<file path="src/rtl/serial_adder_ctrl_pkg.sv">
// -----------------------------------------------------------------------------
// serial_adder_ctrl_pkg
// Shared definitions for the bit-serial adder controller: the default operand
// width and the FSM state encodings.
// -----------------------------------------------------------------------------
package serial_adder_ctrl_pkg;

    localparam int unsigned DEFAULT_WIDTH = 8;

    typedef logic [1:0] state_t;

    localparam state_t ST_IDLE = 2'd0;
    localparam state_t ST_RUN  = 2'd1;
    localparam state_t ST_DONE = 2'd2;

endpackage

</file>
<file path="src/rtl/serial_adder_ctrl_if.sv">
// -----------------------------------------------------------------------------
// serial_adder_ctrl_if
// Request/result bundle between a requester and the serial adder controller.
//   start      : request, sampled by the controller in IDLE or DONE
//   a, b, cin  : operands, captured when start is accepted
//   busy       : high while the controller is shifting bits
//   done       : one-cycle pulse, sum/cout valid
//   sum, cout  : result, held until the next accepted start
// master = requester side, slave = controller side.
// -----------------------------------------------------------------------------
interface serial_adder_ctrl_if
    import serial_adder_ctrl_pkg::*;
#(
    parameter int unsigned WIDTH = DEFAULT_WIDTH
);

    logic             start;
    logic [WIDTH-1:0] a;
    logic [WIDTH-1:0] b;
    logic             cin;
    logic             busy;
    logic             done;
    logic [WIDTH-1:0] sum;
    logic             cout;

    modport master (
        output start, a, b, cin,
        input  busy, done, sum, cout
    );

    modport slave (
        input  start, a, b, cin,
        output busy, done, sum, cout
    );

endinterface

</file>
<file path="src/rtl/serial_adder_ctrl_full_adder_cell.sv">
// -----------------------------------------------------------------------------
// full_adder_cell
// Purely combinational one-bit full adder, time-shared by serial_adder_ctrl.
//   a_i, b_i, cin_i : addend bits and carry-in
//   sum_o, cout_o   : sum bit and carry-out
// -----------------------------------------------------------------------------
module full_adder_cell (
    input  logic a_i,
    input  logic b_i,
    input  logic cin_i,
    output logic sum_o,
    output logic cout_o
);

    assign sum_o  = a_i ^ b_i ^ cin_i;
    assign cout_o = (a_i & b_i) | (cin_i & (a_i ^ b_i));

endmodule

</file>
<file path="src/rtl/serial_adder_ctrl.sv">
// -----------------------------------------------------------------------------
// serial_adder_ctrl
// Bit-serial adder: adds two WIDTH-bit operands plus carry-in one bit per
// clock, LSB first, through a single full_adder_cell. Result {cout, sum}
// appears WIDTH+1 cycles after start is accepted, marked by a done pulse.
//   clk   : rising-edge clock
//   rst_n : asynchronous active-low reset
//   bus   : request/result bundle (slave side)
// -----------------------------------------------------------------------------
module serial_adder_ctrl
    import serial_adder_ctrl_pkg::*;
#(
    parameter int unsigned WIDTH = DEFAULT_WIDTH
) (
    input  logic                 clk,
    input  logic                 rst_n,
    serial_adder_ctrl_if.slave   bus
);

    localparam int unsigned       CNT_W    = $clog2(WIDTH);
    localparam logic [CNT_W-1:0]  CNT_LAST = CNT_W'(WIDTH - 1);

    state_t           state_q,  state_d;
    logic [CNT_W-1:0] cnt_q,    cnt_d;
    logic [WIDTH-1:0] a_sh_q,   a_sh_d;
    logic [WIDTH-1:0] b_sh_q,   b_sh_d;
    logic [WIDTH-1:0] sum_sh_q, sum_sh_d;
    logic             carry_q,  carry_d;

    logic cell_sum;
    logic cell_cout;

    full_adder_cell u_cell (
        .a_i    (a_sh_q[0]),
        .b_i    (b_sh_q[0]),
        .cin_i  (carry_q),
        .sum_o  (cell_sum),
        .cout_o (cell_cout)
    );

    always_comb begin
        state_d  = state_q;
        cnt_d    = cnt_q;
        a_sh_d   = a_sh_q;
        b_sh_d   = b_sh_q;
        sum_sh_d = sum_sh_q;
        carry_d  = carry_q;

        case (state_q)
            ST_IDLE, ST_DONE: begin
                if (bus.start) begin
                    // sum_sh is left alone so the previous result stays
                    // visible until the new bits start shifting in.
                    a_sh_d  = bus.a;
                    b_sh_d  = bus.b;
                    carry_d = bus.cin;
                    cnt_d   = '0;
                    state_d = ST_RUN;
                end else begin
                    state_d = ST_IDLE;
                end
            end

            ST_RUN: begin
                // Sum bits enter at the MSB end; after WIDTH shifts bit 0
                // of the result has reached sum_sh[0].
                sum_sh_d = {cell_sum, sum_sh_q[WIDTH-1:1]};
                a_sh_d   = a_sh_q >> 1;
                b_sh_d   = b_sh_q >> 1;
                carry_d  = cell_cout;
                cnt_d    = cnt_q + CNT_W'(1);
                if (cnt_q == CNT_LAST) begin
                    state_d = ST_DONE;
                end
            end

            default: begin
                state_d = ST_IDLE;
            end
        endcase
    end

    always_ff @(posedge clk or negedge rst_n) begin
        if (!rst_n) begin
            state_q  <= ST_IDLE;
            cnt_q    <= '0;
            a_sh_q   <= '0;
            b_sh_q   <= '0;
            sum_sh_q <= '0;
            carry_q  <= 1'b0;
        end else begin
            state_q  <= state_d;
            cnt_q    <= cnt_d;
            a_sh_q   <= a_sh_d;
            b_sh_q   <= b_sh_d;
            sum_sh_q <= sum_sh_d;
            carry_q  <= carry_d;
        end
    end

    assign bus.busy = (state_q == ST_RUN);
    assign bus.done = (state_q == ST_DONE);
    assign bus.sum  = sum_sh_q;
    assign bus.cout = carry_q;

endmodule

</file>
<file path="src/flat_wrapper.sv">
// flat-port wrapper written by rule: the top's interface ports become plain ports
module serial_adder_ctrl_flat import serial_adder_ctrl_pkg::*;
#(
    parameter int unsigned WIDTH = DEFAULT_WIDTH
)
  (clk, rst_n, bus_start, bus_a, bus_b, bus_cin, bus_busy, bus_done, bus_sum, bus_cout);
  serial_adder_ctrl_if #(.WIDTH(WIDTH)) bus_i ();
  input  logic clk;
  input  logic rst_n;
  input wire logic [$bits(bus_i.start)-1:0] bus_start;
  input wire logic [$bits(bus_i.a)-1:0] bus_a;
  input wire logic [$bits(bus_i.b)-1:0] bus_b;
  input wire logic [$bits(bus_i.cin)-1:0] bus_cin;
  output wire logic [$bits(bus_i.busy)-1:0] bus_busy;
  output wire logic [$bits(bus_i.done)-1:0] bus_done;
  output wire logic [$bits(bus_i.sum)-1:0] bus_sum;
  output wire logic [$bits(bus_i.cout)-1:0] bus_cout;
  assign bus_i.start = bus_start;
  assign bus_i.a = bus_a;
  assign bus_i.b = bus_b;
  assign bus_i.cin = bus_cin;
  assign bus_busy = bus_i.busy;
  assign bus_done = bus_i.done;
  assign bus_sum = bus_i.sum;
  assign bus_cout = bus_i.cout;
  serial_adder_ctrl #(.WIDTH(WIDTH)) u_core (.clk(clk), .rst_n(rst_n), .bus(bus_i));
endmodule
</file>
<file path="config.mk">
export PLATFORM = sky130hd
export DESIGN_NAME = serial_adder_ctrl_flat
export DESIGN_NICKNAME = d
export VERILOG_FILES = /design/src/rtl/serial_adder_ctrl_pkg.sv /design/src/rtl/serial_adder_ctrl_if.sv /design/src/rtl/serial_adder_ctrl_full_adder_cell.sv /design/src/rtl/serial_adder_ctrl.sv /design/src/flat_wrapper.sv
export SDC_FILE = /design/constraint.sdc
export NUM_CORES = 1
export LEC_CHECK = 0
export CORE_MARGIN = 4
export CORE_UTILIZATION = 25
export CTS_CLUSTER_DIAMETER = 50
export CTS_CLUSTER_SIZE = 28
export DETAILED_ROUTE_END_ITERATION = 6
export PLACE_DENSITY = 0.47
export SLEW_MARGIN = 40
export SYNTH_ARGS = -nofsm -noshare
export SYNTH_HDL_FRONTEND = slang
export SYNTH_SLANG_ARGS = --single-unit
</file>
<file path="constraint.sdc">
create_clock -name clk -period 1.8 [get_ports clk]
set_input_delay 0.54 -clock clk [delete_from_list [all_inputs] [get_ports clk]]
set_output_delay 0.54 -clock clk [all_outputs]
set_load 0.05 [all_outputs]
</file>
Yosys cells after proc, flatten, opt, wreduce, memory -nomap -nowiden

Cells that the tools add are included.

Bits in registers: 30
Input port bits: 20
Output and inout bits: 11
Logic and storage cells: 32

Add/sub/neg operators: 1
Eq/ne operators: 5
Mux-type cells: 11
Bitwise logic cells: 5
Reductions and logical operators: 4

Operators by type and width:

| kind                                                   | number |
|---|---|
| case mux 8 bit (2 select lines)                        | 2 |
| 2-to-1 mux 8 bit                                       | 2 |
| case mux 3 bit (2 select lines)                        | 1 |
| case mux 2 bit (2 select lines)                        | 1 |
| adder 3 x 1 -> 3 bit (second input constant)           | 1 |
| == test 3 bit (second input constant)                  | 1 |
| 2-to-1 mux 3 bit                                       | 1 |
| bitwise AND 1 bit                                      | 2 |
| == test 2 x 1 -> 1 bit (second input constant)         | 1 |
| == test 2 bit (second input constant)                  | 1 |
| zero test 2 bit                                        | 1 |
| 2-to-1 mux 1 bit                                       | 2 |
| 2-to-1 mux 2 bit                                       | 1 |
| inequality test 2 x 1 -> 1 bit (second input constant) | 1 |
| inequality test 2 bit (second input constant)          | 1 |
| case mux 1 bit (2 select lines)                        | 1 |
| AND reduction 2 bit                                    | 1 |
| nonzero test 2 bit                                     | 1 |
| OR reduction 2 bit                                     | 1 |
| bitwise XOR 1 bit                                      | 2 |
| OR 1 bit                                               | 1 |

Longest topological paths before layout

Depth after elaboration: 4
Mapped depth: 6
Depth with buffers taken out: 4

Cells and area by module

From an unflattened synthesis, not the netlist that was laid out.

Cells, all modules: 143
Area total of the unflattened synthesis: 1475.2 um^2

By module, submodules not included:

| module            | instances | cells each | area each (um^2) | seq. area each (um^2) |
|---|---|---|---|---|
| serial_adder_ctrl | 1         | 142        | 1455.1           | 750.7 |
| full_adder_cell   | 1         | 1          | 20.0             | 0.0 |

Worst setup path after synthesis

OpenSTA, ideal clock, no wires.

Kind: register to output
Start point: register u_core.state_q[0]
End point: output port bus_done
Arrival: 1.358 ns
Required time: 1.260 ns
Path slack: -0.098 ns
Cell stages (with the launch flop): 4
Buffers on the path: 2
Path through: dfrtp_1 buf_4 buf_2 nor2b_1

Word-level cells in the longest chain between the ends: 1

Ends and longest elaborated chain:

| what                     | line                     | text |
|---|---|---|
| start: declaration       | serial_adder_ctrl.sv:23  | `state_t state_q, state_d;` |
| start signal: assignment | serial_adder_ctrl.sv:92  | `state_q <= state_d;` |
| == test 2 bit            | serial_adder_ctrl.sv:102 | `assign bus.done = (state_q == ST_DONE);` |
| end: declaration         | flat_wrapper.sv:15       | `output wire logic [$bits(bus_i.done)-1:0] bus_done;` |

Every way passes these cells.

Worst setup path in the final report

Start point: register u_core.state_q[1]
End point: output port bus_busy

Word-level cells in the longest chain between the ends: 1

Ends and longest elaborated chain:

| what                   | line                     | text |
|---|---|---|
| == test 2 x 1 -> 1 bit | serial_adder_ctrl.sv:101 | `assign bus.busy = (state_q == ST_RUN);` |
| end: declaration       | flat_wrapper.sv:14       | `output wire logic [$bits(bus_i.busy)-1:0] bus_busy;` |

Every way passes these cells.

==> impl_metrics.env <==
export IMPL_status="complete, no violations"
export IMPL_r2r_end="u_core.a_sh_q[7]$_DFFE_PN0P_"
export IMPL_drt_iter0_drc=18
export IMPL_end_kind="output port"
export IMPL_worstRegToRegCells=4
export IMPL_clock_skew_ns=0.00382
export IMPL_cts_buffers=5
export IMPL_hold_start="u_core.bus.sum[0]$_DFFE_PN0P_"
export IMPL_antenna_found_initial=0
export IMPL_post_cts_resized=0
export IMPL_top_level_ports=31
export IMPL_netlist_area_um2=1460
export IMPL_ys_async_sr_fraction=1.00
export IMPL_p_per_area_nw_per_um2=1910
export IMPL_whs_endpoint="u_core.bus.sum[0]$_DFFE_PN0P_"
export IMPL_gr_usage_met2=0.136
export IMPL_cts_buffer_depth=2
export IMPL_antenna_diode_count=0
export IMPL_area_growth_pct=41.9
export IMPL_grt_busiest_layer="met2"
export IMPL_cts_hold_buf=0
export IMPL_rows=27
export IMPL_cap_violations=0
export IMPL_worstMarginPinSlew_ns=0.396
export IMPL_synth_common_cells="dfrtp_1, nand2_1, a21oi_1"
export IMPL_die_w_um=84.3
export IMPL_grt_max_degree=31
export IMPL_ys_seq_area_frac=0.516
export IMPL_finalCriticalPeriod_ns=1.70
export IMPL_hold_violations=0
export IMPL_synth_top_cell_area_share=0.516
export IMPL_hp_class="reg2reg"
export IMPL_r2r_start="u_core.state_q[0]$_DFFE_PN0P_"
export IMPL_synth_nets=162
export IMPL_synth_area_leaders="dfrtp_1, mux2i_1, nand2_1"
export IMPL_layout_nets=197
export IMPL_grtUsageMet3=0.0383
export IMPL_gr_total_overflow=0
export IMPL_clk_latency_ns=0.28
export IMPL_grt_pass1_wl_um=5360
export IMPL_p_leak_nw=0.918
export IMPL_die_area_um2=7100
export IMPL_finalWorstSetupSlack_ns=0.0977
export IMPL_synth_cell_types=27
export IMPL_path_clk_slew_ns=0.07
export IMPL_synth_most_common_cell="dfrtp_1"
export IMPL_yosys_warnings=0
export IMPL_dp_hpwl_um=2300
export IMPL_vdd_ir_drop_max_v=0.000693
export IMPL_die_h_um=84.3
export IMPL_critPathMaxFanout=10
export IMPL_numClockSinks=30
export IMPL_worstHoldPathCells=2
export IMPL_portBuffers=30
export IMPL_post_cts_setup_buffers=0
export IMPL_gr_usage_all_layers=0.0959
export IMPL_r2r_slack_ns=0.35
export IMPL_finalCritPeriodShare=0.946
export IMPL_ant_nets=0
export IMPL_first_pass_iters=4
export IMPL_viasPerCell=4.43
export IMPL_synth_edf_count=0
export IMPL_total_power_w=0.00394
export IMPL_synth_seq_cells=30
export IMPL_worst_ep_arrival_time_ns=1.16
export IMPL_final_layout_size_suffix_gt1_frac=0.194
export IMPL_finalSetupViolations=0
export IMPL_avgSynthCellArea_um2=10.5
export IMPL_max_freq_mhz=587
export IMPL_path_class="reg2out"
export IMPL_vias=1094
export IMPL_core_area_um2=5570
export IMPL_rsz0062_at_grt="false"
export IMPL_synthFlopType="dfrtp_1"
export IMPL_gp_congestion=0.754
export IMPL_pre_cts_ws_ns=-0.00220
export IMPL_floorplan_initialDensity=0.261
export IMPL_cts_root_buf="clkbuf_8"
export IMPL_drc_errors=0
export IMPL_drv_slew=0
export IMPL_drt_total_wl_um=3230
export IMPL_crit_path_start_kind="register"
export IMPL_first_global_vias=1082
export IMPL_cts_tree="done"
export IMPL_use_met1=0.126
export IMPL_slew_headroom=0.736
export IMPL_syn_inst=139
export IMPL_synth_area_leader_cell="dfrtp_1"
export IMPL_required_ns=1.26
export IMPL_htree_levels=2
export IMPL_drt_wirelength_per_cell_um=13.1
[flip-flops by register name, indices dropped and copies added (netlist names)]
signal           count
u_core.a_sh_q        8
u_core.b_sh_q        8
u_core.bus.sum       8
u_core.cnt_q         3
u_core.state_q       2
u_core.bus.cout      1
[cell usage in the layout, fill, tap and decap left out, types with 4 or more instances in the layout]
cell,instances
nand2_1,24
o22ai_1,6
dfrtp_1,30
clkdlybuf4s50_1,19
clkbuf_8,6
a211oi_1,8
buf_12,10
a21oi_1,15
buf_4,9
inv_1,8
nor2b_1,8
mux2i_1,9
a22o_1,4
[routing by layer]
metal	share of wire	wire length, um	up-vias
met2	0.43	1400	34
met3	0.073	234	4
met1	0.48	1550	511
li1	-	-	545
met4	0.014	46	0
met5	0	0	-
[worst max-delay path by stage]
stage / from / endpoint / slack, ns / cells after the start
5_1_grt: u_core.state_q[1]$_DFFE_PN0P_ / bus_busy / 0.02 / 3
2_1_floorplan: u_core.state_q[0]$_DFFE_PN0P_ / bus_done / 0.16 / 3
3_3_place_gp: bus_start / u_core.a_sh_q[7]$_DFFE_PN0P_ / 0.04 / 4
3_5_place_dp: bus_start / u_core.b_sh_q[5]$_DFFE_PN0P_ / -0.002 / 5
6_report: u_core.state_q[1]$_DFFE_PN0P_ / bus_busy / 0.1 / 3
4_1_cts: u_core.state_q[1]$_DFFE_PN0P_ / bus_busy / 0.08 / 3
[area by class of cell]
cell class | count | area, um^2
well taps | 72 | 90.1
repair buffers | 38 | 458
fillers | 579 | 3510
clock inverters | 2 | 60.1
flip-flops and latches | 30 | 751
multi-input cells | 90 | 589
inverters | 9 | 33.8
clock buffers | 6 | 82.6
[where the power goes]
group	leakage (nW)	internal, W	switching (W)
clock	0.0714	0.000590	0.000260
sequential	0.361	0.000988	0.000288
combinational	0.486	0.000871	0.000938
[critical path: stages (launching register included)]
cell      delay [ns]
dfrtp_1         0.40
nand2b_4        0.15
inv_2           0.17
buf_12          0.17
[per-stage QoR]
step	std cells	area (um^2)	hold WS, ns	setup TNS [ns]	utilization
after floorplan	139	1460	0.244	0	-
after global placement	239	1920	0.461	0	0.345
after detailed placement	239	1920	0.473	-0.00220	0.345
after CTS	247	2060	0.491	0	0.370
after global routing	247	2060	0.515	0	0.370
final	247	2060	0.487	0	0.370
[kinds of logic after synthesis]
group,share of synthesized area
flip-flops,0.516
AO/OA/AOI/OAI,0.164
XOR/XNOR,0.00602
adder cells (fa/ha/maj),0.0310
AND/OR/NAND/NOR,0.125
multiplexers,0.0774
buffers and inverters,0.0808
No activity file was read; power rests on OpenSTA's default activity.
